## src/rtl/ctrl_reg_bank.sv

```systemverilog
// Bus-writable shadow control registers with a show-ahead command queue for the robot IO path.
// Optional CTRL_BANK_STATUS_EN maps a status register (overflow, fifo_count) at address NUM_REGS.
module ctrl_reg_bank #(
   parameter int DATA_WIDTH = 32,
   parameter int NUM_REGS   = 4,
   parameter int ADDR_WIDTH = 3,
   parameter int FIFO_DEPTH = 8
) (
   input  logic                           clk,
   input  logic                           rst_n,
   input  logic                           we,
   input  logic                           re,
   input  logic [ADDR_WIDTH-1:0]          addr,
   input  logic [DATA_WIDTH-1:0]          wr_data,
   output logic [DATA_WIDTH-1:0]          rd_data,
   output logic                           rd_valid,
   output logic [NUM_REGS*DATA_WIDTH-1:0] reg_out,
   output logic                           cmd_valid,
   input  logic                           cmd_ready,
   output logic [ADDR_WIDTH-1:0]          cmd_reg,
   output logic [DATA_WIDTH-1:0]          cmd_data,
   output logic                           done,
   output logic                           overflow,
   output logic [$clog2(FIFO_DEPTH):0]    fifo_count
);

   localparam int PTR_W = $clog2(FIFO_DEPTH);
   localparam int CNT_W = PTR_W + 1;
   localparam int CMD_W = ADDR_WIDTH + DATA_WIDTH;
   localparam logic [CNT_W-1:0]      FULL_CNT = CNT_W'(FIFO_DEPTH);
   localparam logic [ADDR_WIDTH-1:0] NREG_A   = ADDR_WIDTH'(NUM_REGS);

   logic [DATA_WIDTH-1:0] shadow [NUM_REGS];
   logic [CMD_W-1:0]      mem    [FIFO_DEPTH];
   logic [PTR_W-1:0]      wr_ptr, rd_ptr;
   logic [CNT_W-1:0]      count;
   logic                  addr_ok, wr_reg, pop, full, push, drop;
   logic                  is_status, ovf_clr;
   logic [DATA_WIDTH-1:0] rd_mux;

`ifdef CTRL_BANK_STATUS_EN
   assign is_status = (addr == NREG_A);
`else
   assign is_status = 1'b0;
`endif

   assign addr_ok   = (addr < NREG_A);
   assign wr_reg    = we && addr_ok;
   assign cmd_valid = (count != '0);
   assign pop       = cmd_valid && cmd_ready;
   assign full      = (count == FULL_CNT);
   // A full queue still accepts a push when the head leaves in the same cycle
   assign push      = wr_reg && (!full || pop);
   assign drop      = wr_reg && full && !pop;
   assign ovf_clr   = we && is_status;

   assign {cmd_reg, cmd_data} = mem[rd_ptr];
   assign fifo_count          = count;

   for (genvar g = 0; g < NUM_REGS; g++) begin : g_reg_out
      assign reg_out[g*DATA_WIDTH +: DATA_WIDTH] = shadow[g];
   end

   always_comb begin
      rd_mux = '0;
      for (int i = 0; i < NUM_REGS; i++) begin
         if (addr == ADDR_WIDTH'(i)) rd_mux = shadow[i];
      end
      if (is_status) begin
         rd_mux[DATA_WIDTH-1] = overflow;
         rd_mux[CNT_W-1:0]    = count;
      end
   end

   always_ff @(posedge clk or negedge rst_n) begin
      if (!rst_n) begin
         for (int i = 0; i < NUM_REGS; i++) shadow[i] <= '0;
      end else if (wr_reg) begin
         for (int i = 0; i < NUM_REGS; i++) begin
            if (addr == ADDR_WIDTH'(i)) shadow[i] <= wr_data;
         end
      end
   end

   // Queue storage carries no reset; occupancy is tracked by count alone
   always_ff @(posedge clk) begin
      if (push) mem[wr_ptr] <= {addr, wr_data};
   end

   always_ff @(posedge clk or negedge rst_n) begin
      if (!rst_n) begin
         wr_ptr   <= '0;
         rd_ptr   <= '0;
         count    <= '0;
         done     <= 1'b0;
         overflow <= 1'b0;
         rd_valid <= 1'b0;
         rd_data  <= '0;
      end else begin
         if (push) wr_ptr <= wr_ptr + 1'b1;
         if (pop)  rd_ptr <= rd_ptr + 1'b1;
         if (push && !pop)      count <= count + 1'b1;
         else if (pop && !push) count <= count - 1'b1;
         done <= push;
         // A new drop wins over a status clear in the same cycle
         if (drop)         overflow <= 1'b1;
         else if (ovf_clr) overflow <= 1'b0;
         rd_valid <= re;
         if (re) rd_data <= rd_mux;
      end
   end

endmodule

```

## config.mk

```make
export PLATFORM = sky130hd
export DESIGN_NAME = ctrl_reg_bank
export DESIGN_NICKNAME = d
export VERILOG_FILES = /design/src/rtl/ctrl_reg_bank.sv
export SDC_FILE = /design/constraint.sdc
export NUM_CORES = 1
export LEC_CHECK = 0
export ABC_AREA = 1
export BUFFER_PORTS_ARGS = -buffer_cell sky130_fd_sc_hd__buf_2
export CAP_MARGIN = 20
export CORE_MARGIN = 4
export CORE_UTILIZATION = 58
export DETAILED_ROUTE_END_ITERATION = 8
export GPL_TIMING_DRIVEN = 0
export PLACE_DENSITY = 0.8
export SKIP_LAST_GASP = 1
export SLEW_MARGIN = 40
export SYNTH_ARGS = -nofsm -noshare
export SYNTH_HDL_FRONTEND = slang
export SYNTH_SLANG_ARGS = --single-unit
```

## constraint.sdc

```tcl
create_clock -name clk -period 4.4 [get_ports clk]
set_clock_uncertainty 0.15 [all_clocks]
set_input_delay 0.88 -clock clk [delete_from_list [all_inputs] [get_ports clk]]
set_output_delay 0.88 -clock clk [all_outputs]
set_load 0.1 [all_outputs]
```

### After elaboration in Yosys (flattened, before gate mapping)

Memories as Yosys holds them, arrays and structs flattened.
Index checks and enable logic that the tools add are counted.

* register bits: 173
* bits in writable memories: 280
* input bits: 40
* output and inout bits: 203
* word-level logic and storage cells: 47
* memories kept: 1

* add/subtract/negate cells: 4
* magnitude comparators: 1
* equal/unequal tests: 4
* multiplexer cells: 8
* reductions and logical operators: 18

Memory list
* mem: depth 8, bits a word 35, read ports 1, clocked after Yosys merged registers in 0, write ports 1, RTL line 34 `logic [CMD_W-1:0] mem [FIFO_DEPTH];`

Operators by type and width (count)
* two-way mux 32 bit: 4
* two-way mux 4 bit: 2
* AND reduction 2 bit: 4
* logical AND 1 bit: 7
* adder 3 x 1 -> 3 bit, second input constant: 2
* equality test 3 x 2 -> 1 bit, second input constant: 2
* adder 4 x 1 -> 4 bit, second input constant: 1
* equality test 4 bit, second input constant: 1
* nonzero test 4 bit: 1
* subtractor 4 x 1 -> 4 bit, second input constant: 1
* equality test 3 x 1 -> 1 bit, second input constant: 1
* zero test 1 bit: 3
* zero test 3 bit: 1
* less-than comparator 3 bit, second input constant: 1
* two-way mux 1 bit: 2
* nonzero test 2 bit: 1
* logical OR 1 bit: 1

### Longest topological paths before layout

Gate-level depths: netlist (run 1).

* depth after elaboration: 8
* depth in mapped cells: 15

### Worst setup path before layout (run 1)

OpenSTA, ideal clock, no wires.

* kind: reg2reg
* from: register count[0] (netlist: fifo_count[0])
* to: memory mem[4][0] in the netlist's numbering (enable)
* setup time: 0.471 ns
* arrival: 3.967 ns
* data required time: 3.779 ns
* slack: -0.188 ns
* cell stages (with the launch flop): 6
* clock period less this slack: 4.588 ns
* cell sequence: dfrtp_1 nor2_1 nand4_1 nand2_1 buf_2 nor3_1

* longest elaborated chain between the ends: 6

Ends and longest elaborated chain
* start: declaration: RTL line 36 `logic [CNT_W-1:0] count;`
* start signal: assignment: RTL line 102 `if (push && !pop) count <= count + 1'b1;`
* start signal: assignment: RTL line 103 `else if (pop && !push) count <= count - 1'b1;`
* equality test 4 bit or nonzero test 4 bit (tied branches): RTL line 51, 49
* zero test 1 bit or logical AND 1 bit (tied branches): RTL line 53, 50
* logical OR 1 bit (*): RTL line 53 `assign push = wr_reg && (!full || pop);`
* logical AND 1 bit (*): RTL line 53
* two-way mux 1 bit (*): RTL line 87 `if (push) mem[wr_ptr] <= {addr, wr_data};`
* two-way mux 1 bit (implied by the code) (*): RTL line 87
* end: declaration: RTL line 34

Mark *: on every way between the ends. The rest lies on a longest branch, timed or not.

### Worst setup path after layout (run 1)

* from: register rd_ptr[0]
* to: output port cmd_data[19]

* longest elaborated chain between the ends: 1

Ends and longest elaborated chain
* start: declaration: RTL line 35 `logic [PTR_W-1:0] wr_ptr, rd_ptr;`
* start signal: assignment: RTL line 101 `if (pop) rd_ptr <= rd_ptr + 1'b1;`
* memory (8 x 35 bit)
* end: declaration: RTL line 21 `output logic [DATA_WIDTH-1:0] cmd_data,`

Every way passes these cells.

==> run_results.csv, run 1 <==
group,metric,value,unit
floorplan,initial_utilization,59.2,%
setup_path,crit_path_end_kind,"primary output",
timing,worst_pin_slew,711,ps
floorplan,core_area,0.0317,sq mm
global_routing,grt.overflow.total,0,
power_and_ir_drop,powerDensity,769,mW/mm^2
synthesis,postSynthCellCount,1828,
synthesis,yosysTopAreaCellShare,44.8,%
hold_path,hold_class,"in -> async",
cts,cts_max_path_buffers,3,
setup_path,regToRegStartpoint,"fifo_count[0]$_DFFE_PN0P_",
synthesis,synth_ff_type,"edfxtp_1",
drt,drtIter0Drc,1787,
synthesis,ys_seq_area_share,67.8,%
setup_path,startpoint_type,"register",
floorplan,rows,65,
drt,finalWirelength,54800,um
setup_path,reg2reg_to,"mem[5][11]$_DFFE_PP_",
outcome,status,"complete, no violations",
drt,ant_nets,0,
placed_design,place_area,0.0209,sq mm
drt,first_pass_iters,9,
timing,rsz0062_at_grt,"no",
setup_path,worstPathArrival,2860,ps
timing,max_slew_margin,52.4,%
global_routing,top_usage_layer,"met2",
synthesis,yosys.area.top_type,"edfxtp_1",
cts,cts_tree,"done",
global_routing,grt_util_met2,49.6,%
global_routing,grt_use_total,30.6,%
power_and_ir_drop,max-vdd-ir-drop,0.000673,V
cts,clkLatencyLatePin,540,ps
drt,dr_total_vias,15100,
timing,period_minus_slack,3890,ps
placed_design,dp.cells,2516,
cts,cts_buffers,44,
global_routing,use_met3,8.10,%
floorplan,dieWidth,188,um
layout,fin_util,70.0,%
synthesis,synth_area_leaders,"edfxtp_1 (45%), dfrtp_1 (23%), nor2_1 (7.6%)",
cts,h-tree-depth,2,
layout,final_cell_area,0.0222,sq mm
timing,setup_viol,0,
setup_path,cp_max_fo,10,
placed_design,dpl.hpwl,39100,um
setup_path,crit_required,3370,ps
global_routing,grt_pass1_vias,14900,
synthesis,synth.most_common_cell,"nor2_1",
layout,drive_above_1_share,19.7,%
timing,finalCritPeriodShare,88.4,%
global_routing,grtUsageMet1,40.0,%
cts,cts_resized,0,
setup_path,path_class,"reg -> out",
cts,clockRootBuffer,"clkbuf_16",
setup_path,r2r_slack,1670,ps
synthesis,netlist_area,0.0188,sq mm
cts,clk_pin_slew,60,ps
placed_design,portBuffers,241,
floorplan,io_pins,243,
global_routing,grt_first_pass_wirelength,84600,um
timing,finalHoldViolCount,0,
timing,fmax,257,MHz
placed_design,place_congestion,0.954,
floorplan,die_h,188,um
synthesis,synth-seq-cells,453,
drt,wire_per_inst,21.1,um
setup_path,rr_worst_depth,9,
floorplan,dieArea,0.0353,sq mm
synthesis,syn-num-nets,1874,
drt,drc_errors,0,
layout,fin_cells,2596,
cts,post_cts.repair.setup_buffers,0,
cts,holdBufCountCts,0,
synthesis,yosysUniqueCellTypes,27,
drt,viasPerCell,5.81,
global_routing,grt_antenna_before_repair,4,
power_and_ir_drop,total_power,17100,uW
synthesis,synth_edf_count,280,
global_routing,grt_max_degree,77,
layout,fillCellCount,2334,
synthesis,yosysWarningCount,0,
synthesis,synth.avg_cell_area,10.3,sq um
cts,clock-sinks,453,
synthesis,synth_commonest_cells,"nor2_1 (382), nand2_1 (369), edfxtp_1 (280)",
layout,final_nets,2206,
timing,maxSlewViolCount,0,
synthesis,async_flop_share,38.2,%
power_and_ir_drop,p_leak,0.00975,uW
run,drv_cap,0,
layout,synthToLayoutAreaGrowth,18.1,%
==> sequential cells by signal, indices dropped and copies added (netlist names) <==
name / count
mem: 280
reg_out: 128
done: 1
wr_ptr: 3
fifo_count: 4
overflow: 1
rd_ptr: 3
rd_valid: 1
rd_data: 32
==> power by group <==
part           switching (uW)  internal (uW)  total (uW)
clock network            1530           1940        3470
logic                    6860           1410        8270
registers                 334           5000        5330
==> worst max-delay path, stage by stage (launching register included) <==
cell	delay, ps
dfrtp_1	430
buf_2	180
inv_2	110
buf_4	200
clkbuf_1	420
o21ai_0	170
nand2_1	110
nand2_1	60
nand2_1	170
buf_2	460
==> routing by layer <==
metal,up-vias,routed length (um),part of all wire [%]
met5,-,0,0
met4,0,1770,3.2
met3,138,6040,11
met2,930,26200,48
met1,7196,20800,38
li1,6827,-,-
==> worst max-delay path by stage <==
stage          cells past startpoint              endpoint                 startpoint
6_report                           9          cmd_data[19]      rd_ptr[0]$_DFFE_PN0N_
4_1_cts                            9          cmd_data[19]      rd_ptr[0]$_DFFE_PN0N_
2_1_floorplan                      5   mem[4][0]$_DFFE_PP_  fifo_count[0]$_DFFE_PN0P_
3_3_place_gp                       5   mem[1][5]$_DFFE_PP_                    addr[2]
3_5_place_dp                       9  mem[7][13]$_DFFE_PP_                    addr[2]
5_1_grt                            9          cmd_data[19]      rd_ptr[0]$_DFFE_PN0N_
==> layout by cell type, fill, tap and decap left out <==
cell type,instances
nor2_4,3
buf_2,303
o21ai_0,233
o21ai_1,37
inv_1,45
buf_8,1
nand2_1,369
buf_1,8
nand4_1,33
fa_1,1
buf_6,7
edfxtp_1,280
diode_2,3
nor2_1,382
clkbuf_8,1
nand2_4,1
nor3_2,8
nand2_2,1
clkbuf_2,2
clkinvlp_4,1
clkbuf_16,45
clkinv_2,9
nand3_1,124
clkbuf_1,52
buf_4,38
nand3_2,3
a21oi_1,1
clkinv_1,9
buf_16,2
inv_2,5
xor2_1,3
dfrtp_1,173
xnor2_1,4
o21bai_1,1
bufinv_16,1
ha_1,5
==> area by class of cell <==
cell class / instances / area (sq um) / area share [%]
tap: 402 / 503 / 2.27
timing repair buffer: 286 / 1560 / 7.01
inverter: 50 / 188 / 0.846
clock buffer: 57 / 1180 / 5.32
multi-input combinational: 1209 / 5320 / 23.9
buffer: 116 / 588 / 2.65
sequential: 453 / 12700 / 57.4
antenna: 3 / 7.51 / 0.0338
clock inverter: 20 / 116 / 0.524
==> through the flow <==
step | hold slack [ps] | setup slack, ps | setup TNS [ps]
2_1_floorplan | 366 | -188 | -52520
3_3_place_gp | 330 | -2220 | -627590
3_5_place_dp | 339 | 1000 | 0
4_1_cts | 16.2 | 530 | 0
5_1_grt | 29.0 | 374 | 0
6_report | 24.3 | 508 | 0
==> logic make-up (layout without fill, tap and decap cells) <==
logic type	count (synthesis)	after routing	share of synthesized area [%]
other	0	3	0
and+or+nand+nor	924	924	20.1
xor gates and xnor gates	7	7	0.326
DFF	453	453	67.8
adders and majority gates	6	6	0.440
AOI/OAI and AO/OA	272	272	7.26
buffers and inverters	166	529	4.13
Power figures use the tool's default switching activity.
==> run 2, diff against run 1 <==
==> constraint.sdc (replaced) <==
create_clock -name clk -period 4.4 [get_ports clk]
set_clock_uncertainty 0.15 [all_clocks]
set_input_delay 0.44 -clock clk [delete_from_list [all_inputs] [get_ports clk]]
set_output_delay 0.44 -clock clk [all_outputs]
set_load 0.1 [all_outputs]
==> run 2 against run 1 <==
  * Total power about the same
  * Die area unchanged
  * Maximum frequency increased by 12%
  * Clock power about the same
  * Critical path type unchanged
  * Critical endpoint unchanged
==> run_results.csv, run 2 (same netlist as run 1, synthesis figures left out) <==
group,metric,value,unit
floorplan,dieWidth,188,um
cts,h-tree-depth,2,
layout,fillCellCount,2332,
timing,rsz0062_at_grt,"no",
global_routing,grt_antenna_before_repair,4,
floorplan,dieArea,0.0353,sq mm
timing,max_slew_margin,51.6,%
floorplan,core_area,0.0317,sq mm
floorplan,initial_utilization,59.2,%
global_routing,grt.overflow.total,0,
drt,viasPerCell,5.79,
setup_path,crit_path_end_kind,"primary output",
cts,clkLatencyLatePin,540,ps
drt,drtIter0Drc,1868,
timing,maxSlewViolCount,0,
global_routing,grt_use_total,30.6,%
global_routing,grt_pass1_vias,14900,
cts,cts_buffers,44,
drt,first_pass_iters,6,
layout,final_common_cell,"nor2_1",
timing,fin_tns_setup,0,ps
floorplan,die_h,188,um
placed_design,portBuffers,241,
timing,period_minus_slack,3460,ps
timing,finalHoldViolCount,0,
power_and_ir_drop,max-vdd-ir-drop,0.000673,V
layout,final_nets,2208,
cts,post_cts.repair.setup_buffers,0,
outcome,status,"complete, no violations",
cts,cts_tree,"done",
setup_path,worstPathArrival,2870,ps
layout,top_register,"mem",
timing,setup_slack,938,ps
global_routing,grt_first_pass_wirelength,84700,um
placed_design,place_congestion,0.954,
setup_path,path_class,"reg -> out",
layout,largest_reg_flops,280,
cts,cts_resized,0,
cts,clk_pin_slew,60,ps
timing,worst_pin_slew,722,ps
drt,finalWirelength,54900,um
cts,clock-sinks,453,
drt,dr_total_vias,15100,
global_routing,grt_max_degree,77,
drt,ant_nets,0,
placed_design,dpl.hpwl,39100,um
placed_design,place_ws,1440,ps
layout,fin_util,70.0,%
floorplan,rows,65,
layout,synthToLayoutAreaGrowth,18.2,%
drt,wire_per_inst,21.1,um
drt,drc_errors,0,
timing,setup_viol,0,
timing,finalCritPeriodShare,78.7,%
cts,cts_max_path_buffers,3,
timing,fmax,289,MHz
cts,clockRootBuffer,"clkbuf_16",
floorplan,io_pins,243,
run,drv_cap,0,
power_and_ir_drop,powerDensity,769,mW/mm^2
layout,final_cell_mix,"nor2_1 (382), nand2_1 (369), buf_2 (303), edfxtp_1 (280), o21ai_0 (233)",
setup_path,crit_required,3810,ps
hold_path,hold_class,"in -> reg",
setup_path,startpoint_type,"register",
power_and_ir_drop,p_leak,0.00976,uW
layout,drive_above_1_share,19.7,%
setup_path,cp_max_fo,10,
-- run 2: cell count changes in the layout (fill, tap and decap cells not counted) --
cell           previous run  this run
dlygate4sd3_1             0         2
-- run 2: final timing paths --
check                                           from                      end  slack (ps)  cells past startpoint
max                            rd_ptr[0]$_DFFE_PN0N_             cmd_data[19]         940                      9
min                                      wr_data[13]     mem[4][13]$_DFFE_PP_          60                      1
max reg2reg                fifo_count[0]$_DFFE_PN0P_     mem[7][13]$_DFFE_PP_        1620                      9
min reg2reg                   rd_data[2]$_DFFE_PN0P_   rd_data[2]$_DFFE_PN0P_         350                      2
max in group asynchronous                      rst_n  reg_out[42]$_DFFE_PN0P_        2900                      4
min in group asynchronous                      rst_n  rd_data[22]$_DFFE_PN0P_         170                      2
-- run 2: critical path, cell delays in order, from the launching register on --
cell      delay [ps]
dfrtp_1          430
buf_2            180
inv_2            120
buf_4            200
clkbuf_1         430
o21ai_0          170
nand2_1          120
nand2_1           60
nand2_1          170
buf_2            460
-- run 2: final cells by class --
cell class | instances | area (sq um) | area share, %
Sequential cell | 453 | 12700 | 57.3
Clock inverter | 20 | 116 | 0.524
Timing Repair Buffer | 288 | 1580 | 7.10
Antenna cell | 3 | 7.51 | 0.0338
Clock buffer | 57 | 1180 | 5.32
Buffer | 116 | 588 | 2.65
Inverter | 50 | 188 | 0.845
Multi-Input combinational cell | 1209 | 5320 | 23.9
Tap cell | 402 | 503 | 2.26
-- run 2: report_power, final --
group	switching, uW	internal (uW)	leakage (uW)	total, uW
Sequential	334	5000	0.00469	5330
Clock	1530	1940	0.000638	3470
Combinational	6860	1420	0.00444	8270
Total	8710	8360	0.00976	17100
-- run 2: what timing repair did --
action | CTS | global route
hold buffers | 2 | 0
endpoints found under the hold margin | 100 | 0
setup endpoints to repair | 0 | 0
-- run 2: stage by stage --
| step | std cells | cell area, sq um | hold slack (ps) | total power (uW) |
|---|---|---|---|---|
| CTS | 2595 | 22200 | 31.5 | 17100 |
| floorplan | 1828 | 18800 | -5.59 | 11800 |
| detailed placement | 2516 | 20900 | 149 | 13600 |
| finish | 2598 | 22200 | 58.6 | 17100 |
| global route | 2598 | 22200 | 52.3 | 17800 |
| global placement | 2471 | 20500 | 330 | 13400 |
-- run 2: routing by layer --
metal  global-route usage [%]  vias up  wire length, um
met5                        0        -                0
met4                     11.9        0             1870
met3                     8.10      149             5950
met2                     49.6      865            26100
met1                     40.0     7207            21000
li1                         -     6829                -
==> run 3, diff against run 2 <==
clock period = 3.27 ns   (was 4.4 ns; I/O delays follow)
==> run 3 against run 2 <==
  * Cell area rose by 3.1%
  * Die area did not move
  * Sequential power rose by 35%
  * Highest routed layer unchanged
  * Largest cell class unchanged
  * Non-clock buffer count rose by 17
  * Core utilization rose by 2.2 points
==> run_results.csv, run 3 (same netlist as run 1, synthesis figures left out) <==
group,metric,value,unit
drt,first_pass_iters,6,
timing,max_slew_margin,52.6,%
cts,cts_buffers,45,
global_routing,grt.overflow.total,0,
cts,h-tree-depth,2,
layout,final_cell_mix,"nor2_1 (382), nand2_1 (369), edfxtp_1 (280), buf_2 (279), o21ai_0 (233)",
floorplan,io_pins,243,
placed_design,place_area,0.0209,sq mm
power_and_ir_drop,clockPowerShare,22.9,%
timing,maxSlewViolCount,0,
power_and_ir_drop,p_int,12000,uW
floorplan,dieArea,0.0353,sq mm
placed_design,dpl.hpwl,39200,um
placed_design,place_congestion,0.955,
power_and_ir_drop,powerDensity,1050,mW/mm^2
drt,drc_errors,0,
power_and_ir_drop,p_leak,0.0100,uW
layout,regArea,0.0127,sq mm
hold_path,hold_class,"in -> reg",
drt,dr_total_vias,15300,
timing,holdWs,35.9,ps
setup_path,reg2reg_to,"mem[0][2]$_DFFE_PP_",
global_routing,grt_max_degree,50,
setup_path,regToRegStartpoint,"fifo_count[1]$_DFFE_PN0P_",
hold_path,min_to,"mem[3][30]$_DFFE_PP_",
hold_path,hold_depth,1,
setup_path,crit_path_frequent_cell,"nand2_1",
timing,fmax,313,MHz
drt,wire_per_inst,21.4,um
power_and_ir_drop,p_comb_share,47.2,%
setup_path,cp_max_fo,10,
setup_path,crit_path_end_kind,"primary output",
setup_path,r2r_slack,600,ps
timing,worst_pin_slew,709,ps
floorplan,rows,65,
drt,ant_nets,0,
hold_path,min_from,"wr_data[30]",
cts,post_cts.repair.setup_buffers,0,
power_and_ir_drop,swShare,49.9,%
drt,finalWirelength,56000,um
setup_path,max_stage_delay,480,ps
timing,fin_tns_setup,0,ps
floorplan,dieWidth,188,um
power_and_ir_drop,max-vdd-ir-drop,0.00102,V
timing,setup_slack,80.1,ps
floorplan,initial_utilization,59.2,%
cts,clock-sinks,453,
layout,top_register,"mem",
setup_path,rr_worst_depth,9,
layout,final_common_cell,"nor2_1",
cts,clkLatencyLatePin,550,ps
timing,setup_viol,0,
drt,viasPerCell,5.86,
cts,clk_pin_slew,60,ps
power_and_ir_drop,p_seq_share,29.9,%
global_routing,grt_use_total,31.3,%
layout,drive_above_1_share,19.7,%
placed_design,portBuffers,241,
layout,fillCellCount,2179,
setup_path,crit_family,"buffers and inverters",
cts,cts_tree,"done",
setup_path,worstPathArrival,2710,ps
layout,synthToLayoutAreaGrowth,21.9,%
global_routing,grt_antenna_before_repair,0,
layout,largest_reg_flops,280,
setup_path,crit_required,2790,ps
cts,cts_max_path_buffers,3,
power_and_ir_drop,power.switching,12000,uW
timing,rsz0062_at_grt,"yes",
floorplan,die_h,188,um
placed_design,place_ws,346,ps
setup_path,startpoint_type,"register",
setup_path,worst-path-stages,6,
setup_path,cp_slowest_cell,"buf_1",
setup_path,path_cells,"clkbuf_1 > inv_2 > buf_1 > nand2_1 > nand2_1 > buf_2",
timing,period_minus_slack,3190,ps
layout,final_nets,2226,
floorplan,core_area,0.0317,sq mm
setup_path,path_class,"reg -> out",
cts,clockRootBuffer,"clkbuf_16",
timing,finalCritPeriodShare,97.5,%
layout,multi_input_comb_area,0.00537,sq mm
drt,drtIter0Drc,1910,
global_routing,grt_pass1_vias,15600,
timing,finalHoldViolCount,0,
layout,final_cell_area,0.0229,sq mm
outcome,status,"complete, no violations",
setup_path,crit_buf_inv,4,
run,drv_cap,0,
global_routing,grt_first_pass_wirelength,87000,um
[run 3: area by class of cell]
| type | count | share of cell area, % |
|---|---|---|
| clock inverters | 25 | 1.35 |
| multi-input cells | 1209 | 23.4 |
| inverters | 50 | 0.819 |
| clock buffers | 59 | 5.51 |
| well taps | 402 | 2.20 |
| plain buffers | 116 | 2.60 |
| repair buffers | 305 | 8.46 |
| flip-flops and latches | 453 | 55.6 |
| diodes | 1 | 0.0109 |
[run 3: repair_timing]
action | in CTS | in global routing
endpoints found under the setup margin | 0 | 25
hold buffers | 36 | 0
endpoints found under the hold margin | 393 | 0
resized for setup | 0 | 20
[run 3: power groups by stage]
| stage | sequential (uW) | clock [uW] | combinational (uW) |
|---|---|---|---|
| 6_report | 7170 | 5480 | 11300 |
| 5_1_grt | 7230 | 5720 | 11900 |
| 4_1_cts | 7150 | 5480 | 11200 |
| 3_5_place_dp | 7260 | 0 | 11100 |
| 3_3_place_gp | 7250 | 0 | 10800 |
| 2_1_floorplan | 9930 | 0 | 5980 |
[run 3: how the worst max path moves through the flow]
stage,startpoint,to,slack [ps]
detailed placement,addr[2],mem[0][13]$_DFFE_PP_,350
finish,rd_ptr[2]$_DFFE_PN0N_,cmd_data[22],80
CTS,rd_ptr[0]$_DFFE_PN0N_,cmd_data[22],0.8
global placement,rst_n,fifo_count[3]$_DFFE_PN0P_,-1240
floorplan,fifo_count[1]$_DFFE_PN0P_,mem[0][0]$_DFFE_PP_,-200
global route,rd_ptr[0]$_DFFE_PN0N_,cmd_data[3],-10
[run 3: stage by stage]
step | cells | power, uW | utilization [%]
after floorplan | 1828 | 15900 | -
after global placement | 2471 | 18100 | 64.8
after detailed placement | 2499 | 18400 | 66.0
after CTS | 2619 | 23900 | 72.1
after global routing | 2619 | 24900 | 72.2
final | 2620 | 24000 | 72.2
[run 3: routing by layer]
layer	vias to the layer above	track usage, %	routed length, um	part of all wire (%)
met5	-	0	0	0
met4	0	11.3	1780	3.2
met3	151	7.50	6090	11
met2	982	52.1	27100	48
met1	7336	40.4	21000	38
li1	6875	-	-	-
[run 3: worst reg2reg max path: stages (launching register included)]
cell,delay [ps]
dfrtp_1,450
nor2_1,80
nand4_1,100
nand2_1,110
buf_2,280
nor3_4,440
buf_6,210
buf_6,150
buf_6,160
buf_4,230
